==> src/rtl/conv7seg_pkg.sv <==
`default_nettype none
// ============================================================================
// Module      : conv7seg_pkg
// Description : Shared constants, state encoding and the digit-to-segment
//               table for the sequential BCD / 7-segment converter.
// Revision    : 1.0 - initial release
// ============================================================================
package conv7seg_pkg;

  // FSM encoding (explicit width)
  localparam logic [1:0] S_IDLE  = 2'd0;
  localparam logic [1:0] S_ABS   = 2'd1;
  localparam logic [1:0] S_SHIFT = 2'd2;
  localparam logic [1:0] S_LOAD  = 2'd3;

  // Active-low segment patterns, bit order gfedcba
  localparam logic [6:0] SEG_BLANK = 7'b1111111;
  localparam logic [6:0] SEG_DASH  = 7'b0111111;

  // Decimal digit to segment code; non-decimal nibbles render blank
  function automatic logic [6:0] seg_of_digit(input logic [3:0] digit);
    logic [6:0] seg;
    case (digit)
      4'd0:    seg = 7'b1000000;
      4'd1:    seg = 7'b1111001;
      4'd2:    seg = 7'b0100100;
      4'd3:    seg = 7'b0110000;
      4'd4:    seg = 7'b0011001;
      4'd5:    seg = 7'b0010010;
      4'd6:    seg = 7'b0000010;
      4'd7:    seg = 7'b1111000;
      4'd8:    seg = 7'b0000000;
      4'd9:    seg = 7'b0010000;
      default: seg = SEG_BLANK;
    endcase
    return seg;
  endfunction

endpackage
`default_nettype wire

==> src/rtl/bcd_add3_digit.sv <==
`default_nettype none
// ============================================================================
// Module      : bcd_add3_digit
// Description : Combinational double-dabble nibble adjust: adds 3 to a BCD
//               nibble of 5 or more so the following left shift carries
//               correctly into the next decimal digit.
// Revision    : 1.0 - initial release
// ============================================================================
module bcd_add3_digit (
  input  logic [3:0] i_nibble,
  output logic [3:0] o_nibble
);

  assign o_nibble = (i_nibble >= 4'd5) ? (i_nibble + 4'd3) : i_nibble;

endmodule
`default_nettype wire

==> src/rtl/conversor_bcd_7seg_seq.sv <==
`default_nettype none
// ============================================================================
// Module      : conversor_bcd_7seg_seq
// Description : Iterative binary to DIGITS x 7-segment converter using the
//               shift-add-3 algorithm, one input bit per clock. Displays are
//               updated atomically once per conversion; a conversion that
//               does not fit shows dashes and raises overflow.
//               Optional build macro CONV7SEG_SIGNED_EN: two's-complement
//               input with an extra ABS state and a leading sign glyph.
// Revision    : 1.0 - initial release
// ============================================================================
module conversor_bcd_7seg_seq #(
  parameter int WIDTH    = 32,
  parameter int DIGITS   = 8,
  parameter int BLANK_LZ = 1
) (
  input  logic                  clock,
  input  logic                  reset,
  input  logic                  start,
  input  logic [WIDTH-1:0]      entrada,
  output logic                  busy,
  output logic                  done,
  output logic                  overflow,
  output logic [7*DIGITS-1:0]   displays
);

  import conv7seg_pkg::*;

  localparam int BCD_W = 4 * DIGITS;
  localparam int CNT_W = $clog2(WIDTH + 1);
  localparam logic [CNT_W-1:0] CNT_LAST = CNT_W'(WIDTH - 1);

  logic [1:0]          state_q, state_d;
  logic [CNT_W-1:0]    cnt_q, cnt_d;
  logic [WIDTH-1:0]    bin_q, bin_d;
  logic [BCD_W-1:0]    bcd_q, bcd_d;
  logic                ovf_q, ovf_d;
  logic                done_q, done_d;
  logic                overflow_q, overflow_d;
  logic [7*DIGITS-1:0] displays_q, displays_d;

  logic [BCD_W-1:0]    bcd_adj_w;
  logic [7*DIGITS-1:0] seg_w;
  logic [3:0]          msd_w;
  logic                ovf_all_w;
  logic                neg_w;

`ifdef CONV7SEG_SIGNED_EN
  logic neg_q, neg_d;
  assign neg_w = neg_q;
  // A negative magnitude needs one display for the sign glyph
  assign ovf_all_w = ovf_q | (neg_q & (bcd_q[BCD_W-1 -: 4] != 4'd0));
`else
  assign neg_w     = 1'b0;
  assign ovf_all_w = ovf_q;
`endif

  // Per-digit add-3 adjust ahead of each shift
  generate
    for (genvar g = 0; g < DIGITS; g++) begin : g_add3
      bcd_add3_digit u_add3 (
        .i_nibble (bcd_q[4*g +: 4]),
        .o_nibble (bcd_adj_w[4*g +: 4])
      );
    end
  endgenerate

  // Segment image of the finished BCD value: blanking, sign and overflow dashes
  always_comb begin
    msd_w = 4'd0;
    seg_w = {DIGITS{SEG_BLANK}};
    for (int i = 0; i < DIGITS; i++) begin
      if (bcd_q[4*i +: 4] != 4'd0) msd_w = 4'(i);
    end
    for (int i = 0; i < DIGITS; i++) begin
      if (ovf_all_w) begin
        seg_w[7*i +: 7] = SEG_DASH;
      end else if (neg_w && ((BLANK_LZ != 0) ? (4'(i) == msd_w + 4'd1)
                                             : (i == DIGITS - 1))) begin
        seg_w[7*i +: 7] = SEG_DASH;
      end else if ((BLANK_LZ != 0) && (4'(i) > msd_w)) begin
        seg_w[7*i +: 7] = SEG_BLANK;
      end else begin
        seg_w[7*i +: 7] = seg_of_digit(bcd_q[4*i +: 4]);
      end
    end
  end

  // FSM and datapath next-state
  always_comb begin
    state_d    = state_q;
    cnt_d      = cnt_q;
    bin_d      = bin_q;
    bcd_d      = bcd_q;
    ovf_d      = ovf_q;
    done_d     = 1'b0;
    overflow_d = overflow_q;
    displays_d = displays_q;
`ifdef CONV7SEG_SIGNED_EN
    neg_d      = neg_q;
`endif
    case (state_q)
      S_IDLE: begin
        if (start) begin
          bin_d = entrada;
          bcd_d = '0;
          ovf_d = 1'b0;
          cnt_d = '0;
`ifdef CONV7SEG_SIGNED_EN
          neg_d   = entrada[WIDTH-1];
          state_d = S_ABS;
`else
          state_d = S_SHIFT;
`endif
        end
      end
`ifdef CONV7SEG_SIGNED_EN
      S_ABS: begin
        // -2^(WIDTH-1) negates to itself, which is the correct unsigned magnitude
        if (neg_q) bin_d = -bin_q;
        state_d = S_SHIFT;
      end
`endif
      S_SHIFT: begin
        ovf_d          = ovf_q | bcd_adj_w[BCD_W-1];
        {bcd_d, bin_d} = {bcd_adj_w, bin_q} << 1;
        cnt_d          = cnt_q + 1'b1;
        if (cnt_q == CNT_LAST) state_d = S_LOAD;
      end
      S_LOAD: begin
        displays_d = seg_w;
        overflow_d = ovf_all_w;
        done_d     = 1'b1;
        state_d    = S_IDLE;
      end
      default: state_d = S_IDLE;
    endcase
  end

  // State and output registers with asynchronous active-low reset
  always_ff @(posedge clock or negedge reset) begin
    if (!reset) begin
      state_q    <= S_IDLE;
      cnt_q      <= '0;
      bin_q      <= '0;
      bcd_q      <= '0;
      ovf_q      <= 1'b0;
      done_q     <= 1'b0;
      overflow_q <= 1'b0;
      displays_q <= {DIGITS{SEG_BLANK}};
`ifdef CONV7SEG_SIGNED_EN
      neg_q      <= 1'b0;
`endif
    end else begin
      state_q    <= state_d;
      cnt_q      <= cnt_d;
      bin_q      <= bin_d;
      bcd_q      <= bcd_d;
      ovf_q      <= ovf_d;
      done_q     <= done_d;
      overflow_q <= overflow_d;
      displays_q <= displays_d;
`ifdef CONV7SEG_SIGNED_EN
      neg_q      <= neg_d;
`endif
    end
  end

  assign busy     = (state_q != S_IDLE);
  assign done     = done_q;
  assign overflow = overflow_q;
  assign displays = displays_q;

endmodule
`default_nettype wire
==> config.mk <==
export PLATFORM = sky130hd
export DESIGN_NAME = conversor_bcd_7seg_seq
export DESIGN_NICKNAME = d
export VERILOG_FILES = /design/src/rtl/conv7seg_pkg.sv /design/src/rtl/bcd_add3_digit.sv /design/src/rtl/conversor_bcd_7seg_seq.sv
export SDC_FILE = /design/constraint.sdc
export NUM_CORES = 1
export LEC_CHECK = 0
export CORE_MARGIN = 2
export CORE_UTILIZATION = 55
export CTS_CLUSTER_DIAMETER = 80
export DETAILED_ROUTE_END_ITERATION = 10
export HOLD_SLACK_MARGIN = 0.15
export PLACE_DENSITY = 0.79
export SLEW_MARGIN = 20
export SYNTH_ARGS = -nofsm -noshare
export SYNTH_HDL_FRONTEND = slang
export SYNTH_SLANG_ARGS = --single-unit
export TNS_END_PERCENT = 30
==> constraint.sdc <==
create_clock -name clock -period 3.8 [get_ports clock]
set_clock_uncertainty 0.1 [all_clocks]
set_input_delay 0.76 -clock clock [delete_from_list [all_inputs] [get_ports clock]]
set_output_delay 0.76 -clock clock [all_outputs]
set_load 0.02 [all_outputs]
# Word-level counts from Yosys, hierarchy flattened
# Memories as Yosys holds them, arrays and structs flattened.
# Cells that the tools add are included.
# Widths: inputs -> output; s select.
dict set report word_totals {
  output_inout_bits 59
  romBits 896
  regBits 131
  n_memories 8
  word_cells 102
}
dict set report op_classes {
  add_sub_neg 9
  reduce_logical 12
  mux 43
  n_eq_ne 5
  n_lt_le_gt_ge 16
  bitwise 1
}
# name words width rd rd_ports_with_merged_regs write_ports line_no
set memory_table {}
lappend memory_table {{(name not given)} 16 7 1 0 0 conv7seg_pkg.sv:23} ;# case (digit)
lappend memory_table {{(name not given)} 16 7 1 0 0 conv7seg_pkg.sv:23}
lappend memory_table {{(name not given)} 16 7 1 0 0 conv7seg_pkg.sv:23}
lappend memory_table {{(name not given)} 16 7 1 0 0 conv7seg_pkg.sv:23}
lappend memory_table {{(name not given)} 16 7 1 0 0 conv7seg_pkg.sv:23}
lappend memory_table {{(name not given)} 16 7 1 0 0 conv7seg_pkg.sv:23}
lappend memory_table {{+2 memories} -- -- -- -- -- --}
# op n
set op_table {}
lappend op_table {{$pmux 32 s2} 2}
lappend op_table {{$mux 7} 16}
lappend op_table {{$mux 32} 2}
lappend op_table {{$add 4x2->4 const B} 8}
lappend op_table {{$ge 4x3->1 const B} 8}
lappend op_table {{$mux 4} 8}
lappend op_table {{$reduce_bool 4->1} 7}
lappend op_table {{$gt 3x3->1 const A} 4}
lappend op_table {{$mux 3} 4}
lappend op_table {{$pmux 6 s2} 1}
lappend op_table {{$gt 1x4->1 const A} 2}
lappend op_table {{$mux 2} 4}
lappend op_table {{$add 6x1->6 const B} 1}
lappend op_table {{$eq 6x5->1 const B} 1}
lappend op_table {{$mux 6} 1}
lappend op_table {{$eq 2x2->1 const B} 2}
lappend op_table {{$gt 2x4->1 const A} 1}
lappend op_table {{$ne 2x2->1 const B} 2}
lappend op_table {{$pmux 2 s2} 1}
lappend op_table {{$reduce_and 2->1} 2}
lappend op_table {{$reduce_bool 2->1} 2}
lappend op_table {{$gt 2x3->1 const A} 1}
lappend op_table {{$mux 1} 3}
lappend op_table {{$logic_not 2->1} 1}
lappend op_table {{other kinds (2)} 2}

# Depth between registers and ports, before layout
# Gate-level depths: netlist of run 1.
dict set report depth {
  ltp_word 11
  ltp_mapped 6
  mapped_depth_nobuf 6
}

# By module
# From an unflattened synthesis of run 1, not the netlist that was laid out.
dict set report hier_totals {
  hier_cells 792
  hier_area_um2 7548.5
}
# module n_inst cells_per_inst area_each_um2
set modules_own_cells {}
lappend modules_own_cells {conversor_bcd_7seg_seq 1 664 6737.7}
lappend modules_own_cells {bcd_add3_digit 8 16 101.3}

# Least setup slack after synthesis of run 1
# No wires, ideal clock.
dict set report synth_timing {
  path_kind {register to register}
  start {register bcd_q[24]}
  end {register displays_q[10], in the netlist displays[10]}
  n_path_buf 0
  setup_time_ps 62
  path_stages_with_launch 7
  slack_ps 1829
  arrival_time_ps 1809
  period_less_slack_ps 1971
  required_time_ps 3638
  path_cell_list {dfrtp_1 -> inv_1 -> ha_1 -> nor3b_4 -> nand4_4 -> a2111oi_4 -> o32a_1}
}
dict set report synth_via {
  elab_chain_cells 6
}
# element line_no
set synth_rtl {}
lappend synth_rtl {{from (decl)} conversor_bcd_7seg_seq.sv:36} ;# logic [BCD_W-1:0] bcd_q, bcd_d;
lappend synth_rtl {{from (signal assigned)} conversor_bcd_7seg_seq.sv:146} ;# bcd_q <= '0;
lappend synth_rtl {{from (signal assigned)} conversor_bcd_7seg_seq.sv:158} ;# bcd_q <= bcd_d;
lappend synth_rtl {{$reduce_bool 4->1} conversor_bcd_7seg_seq.sv:73} ;# if (bcd_q[4*i +: 4] != 4'd0) msd_w = 4'(i);
lappend synth_rtl {{$mux 3 (2 in a row)} conversor_bcd_7seg_seq.sv:73}
lappend synth_rtl {{$gt 1x4->1} conversor_bcd_7seg_seq.sv:81} ;# end else if ((BLANK_LZ != 0) && (4'(i) > msd_w)) begin
lappend synth_rtl {{$mux 7} conversor_bcd_7seg_seq.sv:81}
lappend synth_rtl {{$mux 7} conversor_bcd_7seg_seq.sv:76} ;# if (ovf_all_w) begin
lappend synth_rtl {{to (signal assigned)} conversor_bcd_7seg_seq.sv:150} ;# displays_q <= {DIGITS{SEG_BLANK}};
lappend synth_rtl {{to (signal assigned)} conversor_bcd_7seg_seq.sv:162} ;# displays_q <= displays_d;
lappend synth_rtl {{to (decl)} conversor_bcd_7seg_seq.sv:40} ;# logic [7*DIGITS-1:0] displays_q, displays_d;
# No other way between the ends.
# A chain may end at the register's enable or synchronous reset.

# Worst setup path after layout of run 1
dict set report layout_timing {
  start {register state_q[0]}
  end {output busy}
}
dict set report layout_via {
  elab_chain_cells 1
}
# element line_no
set layout_rtl {}
lappend layout_rtl {{from (decl)} conversor_bcd_7seg_seq.sv:33} ;# logic [1:0] state_q, state_d;
lappend layout_rtl {{from (signal assigned)} conversor_bcd_7seg_seq.sv:155} ;# state_q <= state_d;
lappend layout_rtl {{$reduce_bool 2->1} conversor_bcd_7seg_seq.sv:169} ;# assign busy = (state_q != S_IDLE);
lappend layout_rtl {{to (decl)} conversor_bcd_7seg_seq.sv:21} ;# output logic busy,
# No other way between the ends.

==> impl_metrics.toml, run 1 <==
[setup_path]
r2r-start = "state_q[0]$_DFFE_PN0P_"
required_ns = 2.94
critPathLaunch = "state_q[0]$_DFFE_PN0P_"
setup.worst_path.end_class = "primary output"
slowest_stage = "clkdlybuf4s50_1"
cp_data_arrival_time_ns = 1.91
criticalPathCategory = "flop to primary output"
slowest_delay_ns = 0.56
crit_chain = "or2_2, clkdlybuf4s50_1"
path_max_fanout = 15
crit_path_start_kind = "flop"

[clocking]
clockBufferDepth = 2
postCtsResizedCells = 0
clk_latency_ns = 0.43
h-tree-depth = 4
cts.sinks = 131
root_buffer = "clkbuf_16"
clk_pin_slew_ns = 0.06
cts_setup_buffers = 0
numCtsBuffers = 17
ctsHoldBuffers = 0
cts_tree = "yes"

[route]
vias_per_cell = 5.96
drt-total-wl_um = 17200
drt_iter0_drc = 498
dr.pass1.iters = 5
ant_nets = 0
post-route-drc-count = 0
post_drt_wl_per_cell_um = 16.9
num_vias = 6062

[global_route]
grt_pass1_vias = 5832
grt_max_degree = 73
antenna_found_initial = 0
grt_pass1_wl_um = 28800
grt_usage = 0.252
overflow = 0

[finish]
seq_area_um2 = 3350
drive_above_1_share = 0.127
area_growth_pct = 23.9
utilization = 0.690
stdcell_area_um2 = 9020
fillCellCount = 988
nNetsFinal = 904
antenna_cells = 0
multi_input_area_um2 = 3610

[placed_design]
port_buffers = 93
placed_area_um2 = 8330
dp_hpwl_um = 11600
dp_slack_ns = 0.943
gp_congestion = 0.845

[synth]
synthArstFlopShare = 1.00
synth_area_um2 = 7280
synthTopCellsByCount = "79 x a21oi_1, 78 x o21ai_0, 75 x dfrtp_1"
yosys.cell_types.count = 51
synth.top_cells.by_area = "dfrtp_1 26%, dfstp_2 20%, ha_1 7.0%"
ys_seq_elements = 131
synth_ff_type = "dfrtp_1"
syn_area_per_cell_um2 = 9.66
synthMostInstantiatedCell = "a21oi_1"
synth_edf_count = 0
yosysSeqAreaShare = 0.460
synth_warnings = 0
syn_inst = 754
synth.largest_area_cell = "dfrtp_1"
synth_top_area_share = 0.258
synth_nets = 830

[floorplan]
design.core.area_um2 = 13100
dieArea_um2 = 14200
start_util = 0.557
die_h_um = 119
rows = 42
pin_count = 94
dieWidth_um = 119

[power]
p_leak_nw = 3.74
power_density_nw_per_um2 = 930
p_total_w = 0.00839
irDropWorstVdd_mv = 0.374

[hold_path]
worstHoldStart = "displays[6]$_DFFE_PN1P_"
holdCritPathClass = "flop to flop"

[sta]
tns_ns = 0
setup_violations = 0
fin_crit_ns = 2.77
finalHoldViolations = 0
rsz0062_at_grt = "false"
max_freq_ghz = 0.361
fin_crit_sh = 0.729
max_slew_margin = 0.404
drv_slew = 0
worst_pin_slew_ns = 0.893
setup_ws_ns = 1.03

[outcome]
status = "complete, no violations"

[run]
cap_viol_max_count = 0
==> through the flow <==
stage | instances | hold slack (ns)
after detailed placement | 985 | 0.358
after CTS | 1017 | 0.370
after floorplan | 754 | 0.331
after global routing | 1017 | 0.397
final | 1017 | 0.369
after global placement | 985 | 0.355
==> registers in the layout, summed over array words and instances (netlist names) <==
register / flops
cnt_q: 6
ovf_all_w: 1
displays: 56
bin_q: 32
bcd_q: 32
overflow: 1
state_q: 2
done: 1
==> critical path: cells and delay by family, from the launching register on <==
family | cells | cell delay, ns
buffers and inverters | 1 | 0.56
flip-flops | 1 | 0.55
AND/OR/NAND/NOR | 1 | 0.37
==> power by group <==
group / leakage (nW) / switching (W) / internal, W / total, W
combinational: 1.87 / 0.00189 / 0.00175 / 0.00364
sequential: 1.54 / 0.000696 / 0.00214 / 0.00284
clock: 0.338 / 0.000593 / 0.00132 / 0.00192
==> final timing paths <==
kind                                                 end  slack [ns]  cells after the start
min in group asynchronous                 done$_DFF_PN0_        0.38                      1
worst max register to register  displays[30]$_DFFE_PN1P_        1.20                      5
worst min-delay path             displays[6]$_DFFE_PN1P_        0.37                      2
worst max-delay path                                busy        1.03                      2
max in group asynchronous       displays[33]$_DFFE_PN1P_        2.37                      2
worst min register to register   displays[6]$_DFFE_PN1P_        0.37                      2
==> routing by layer <==
| metal | share of wire | global-route usage | vias to the layer above |
|---|---|---|---|
| met3 | 0.052 | 0.0498 | 22 |
| met2 | 0.50 | 0.417 | 185 |
| met4 | 0.018 | 0.0848 | 0 |
| met1 | 0.43 | 0.332 | 2984 |
| met5 | 0 | 0 | - |
| li1 | - | - | 2871 |
==> placed cells by master (no fill, tap or decap), types with 5 or more instances in the layout <==
master and n:
and2_1 7, o32a_1 7, o211ai_1 8, o21ai_0 78, dfrtp_1 75, o31ai_1 5, xnor2_1 10, o22a_1 29
dfstp_2 56, inv_1 36, a211oi_1 6, nor2b_1 32, o22ai_1 17, ha_1 41, nor2_1 50, clkdlybuf4s50_1 92
mux2i_1 14, a22oi_1 31, nor3b_1 8, a31oi_1 5, buf_4 10, nand2_1 36, nand2b_1 16, a22o_1 14
a21oi_1 79, bufinv_16 7, clkbuf_16 17
==> kinds of logic after synthesis <==
logic type	after synthesis	synth area share
AO/OA/AOI/OAI	294	0.259
XOR/XNOR	11	0.0132
adder cells (fa/ha/maj)	41	0.0704
buffers and inverters	86	0.0464
flip-flops	131	0.460
multiplexers	14	0.0192
AND/OR/NAND/NOR	177	0.131
==> area by class of cell <==
class | instances | area share
multi-input cells | 537 | 0.400
flip-flops and latches | 131 | 0.371
repair buffers | 103 | 0.113
clock buffers | 21 | 0.0510
clock inverters | 11 | 0.0254
well taps | 176 | 0.0244
inverters | 38 | 0.0158
(Power assumes the default switching activity.)
==> run 2: changes to the inputs <==
==> constraint.sdc (replaced) <==
create_clock -name clock -period 2.6 [get_ports clock]
set_clock_uncertainty 0.1 [all_clocks]
set_input_delay 0.52 -clock clock [delete_from_list [all_inputs] [get_ports clock]]
set_output_delay 0.52 -clock clock [all_outputs]
set_load 0.02 [all_outputs]
==> run 2 against run 1 <==
Net effect:
- first-iteration DRC count decreased by 3.4%
- critical endpoint unchanged
- largest power group unchanged
- die area did not move
- final area fell by 0.53%
- largest cell class unchanged
- critical path type unchanged
==> impl_metrics.toml, run 2 (synthesis gave the netlist of run 1 again) <==
[finish]
multi_input_area_um2 = 3610
drive_above_1_share = 0.135
seq_area_um2 = 3350
area_growth_pct = 23.2
largest_reg_flops = 56
fillCellCount = 1010
nNetsFinal = 916
stdcell_area_um2 = 8970
antenna_cells = 0
final_common_cell = "clkdlybuf4s50_1"
final_cell_mix = "92 x clkdlybuf4s50_1, 79 x a21oi_1, 78 x o21ai_0, 75 x dfrtp_1, 56 x dfstp_2"
utilization = 0.686

[setup_path]
cp_data_arrival_time_ns = 1.75
path_max_fanout = 7
setup.worst_path.end_class = "primary output"
path_buf_inv = 1
required_ns = 1.98
criticalPathCategory = "flop to primary output"
slowest_stage = "clkdlybuf4s50_1"
critical-path-top-delay-family = "buffers and inverters"
r2r_slack_ns = 0.27
crit_chain = "or2_2, clkdlybuf4s50_1"
crit_path_start_kind = "flop"
slowest_delay_ns = 0.54

[route]
post_drt_wl_per_cell_um = 16.7
post-route-drc-count = 0
ant_nets = 0
top_layer_used = "met4"
met3WireLength_um = 831
drt_iter0_drc = 481
drt-total-wl_um = 17200
met1_length_um = 7520
wl_met2_um = 8520
num_vias = 6018
vias_per_cell = 5.85
dr.pass1.iters = 7

[power]
p_leak_nw = 3.73
power_density_nw_per_um2 = 1310
irDropWorstVdd_mv = 0.520

[placed_design]
dp_hpwl_um = 11900
port_buffers = 93
gp_congestion = 0.899
dp_slack_ns = 0.306
placed_area_um2 = 8420

[clocking]
numCtsBuffers = 17
h-tree-depth = 4
cts.sinks = 131
postCtsResizedCells = 0
clk_pin_slew_ns = 0.06
root_buffer = "clkbuf_16"
cts_tree = "yes"
clk_latency_ns = 0.43
clockBufferDepth = 2

[floorplan]
dieWidth_um = 119
start_util = 0.557
die_h_um = 119
design.core.area_um2 = 13100
dieArea_um2 = 14200
pin_count = 94
rows = 42

[sta]
fin_crit_ns = 2.37
max_slew_margin = 0.571
worst_pin_slew_ns = 0.643
tns_ns = 0
setup_ws_ns = 0.227
max_freq_ghz = 0.421
rsz0062_at_grt = "false"
hold_slack_ns = 0.367
finalHoldViolations = 0
setup_violations = 0
fin_crit_sh = 0.913
drv_slew = 0

[outcome]
status = "complete, no violations"

[global_route]
grt_usage = 0.250
grt_max_degree = 52
grt_pass1_wl_um = 28500
grt_pass1_vias = 5801
antenna_found_initial = 0
overflow = 0

[run]
cap_viol_max_count = 0

[hold_path]
holdCritPathClass = "flop to flop"
[run 2: changes by cell type in the layout (fill, tap and decap cells not counted), sizes merged]
cell and delta:
buf +11, bufinv -6, clkbuf +5, clkinv -1
clkinvlp +2, dlygate4sd3 +1
[run 2: per-layer routing]
metal	vias to the layer above	track usage
li1	2907	-
met1	2916	0.330
met2	164	0.401
met3	31	0.0599
met4	0	0.0967
met5	-	0
[run 2: cell type report]
cell class / instances / share of cell area
repair buffers: 115 / 0.124
flip-flops and latches: 131 / 0.373
inverters: 38 / 0.0159
clock buffers: 26 / 0.0545
well taps: 176 / 0.0245
multi-input cells: 537 / 0.402
clock inverters: 6 / 0.00669
[run 2: per-stage QoR]
step	total power (W)	instances
after CTS	0.0117	1029
after global placement	0.00921	996
final	0.0117	1029
after floorplan	0.00774	754
after detailed placement	0.00944	996
after global routing	0.0125	1029
[run 2: worst reg2reg max path, cell delays in order (launching register included)]
cell and delay, ns:
dfrtp_1 0.41, inv_1 0.17, ha_1 0.31, nor3b_4 0.31
nand4_4 0.23, a2111oi_4 0.48, o32a_1 0.26
[run 2: worst paths after layout]
path	start	to	cells after the start
min in group asynchronous	reset	bcd_q[15]$_DFFE_PN0P_	2
setup / recovery	state_q[1]$_DFFE_PN0P_	busy	2
max in group asynchronous	reset	displays[40]$_DFFE_PN1P_	3
hold reg to reg	cnt_q[5]$_DFFE_PN0P_	state_q[0]$_DFFE_PN0P_	1
hold / removal	cnt_q[5]$_DFFE_PN0P_	state_q[0]$_DFFE_PN0P_	1
setup reg to reg	bcd_q[28]$_DFFE_PN0P_	displays[10]$_DFFE_PN1P_	6
[run 2: timing repair]
item                      CTS  global route
hold endpoints to repair   12             0
hold buffers                1             0
buffers inserted            0             0
[run 2: power breakdown]
group | internal, W | total (W) | leakage (nW) | switching (W)
Clock | 0.00138 | 0.00223 | 0.264 | 0.000850
Sequential | 0.00313 | 0.00413 | 1.54 | 0.00100
Combinational | 0.00259 | 0.00537 | 1.93 | 0.00278
Total | 0.00711 | 0.0117 | 3.73 | 0.00463
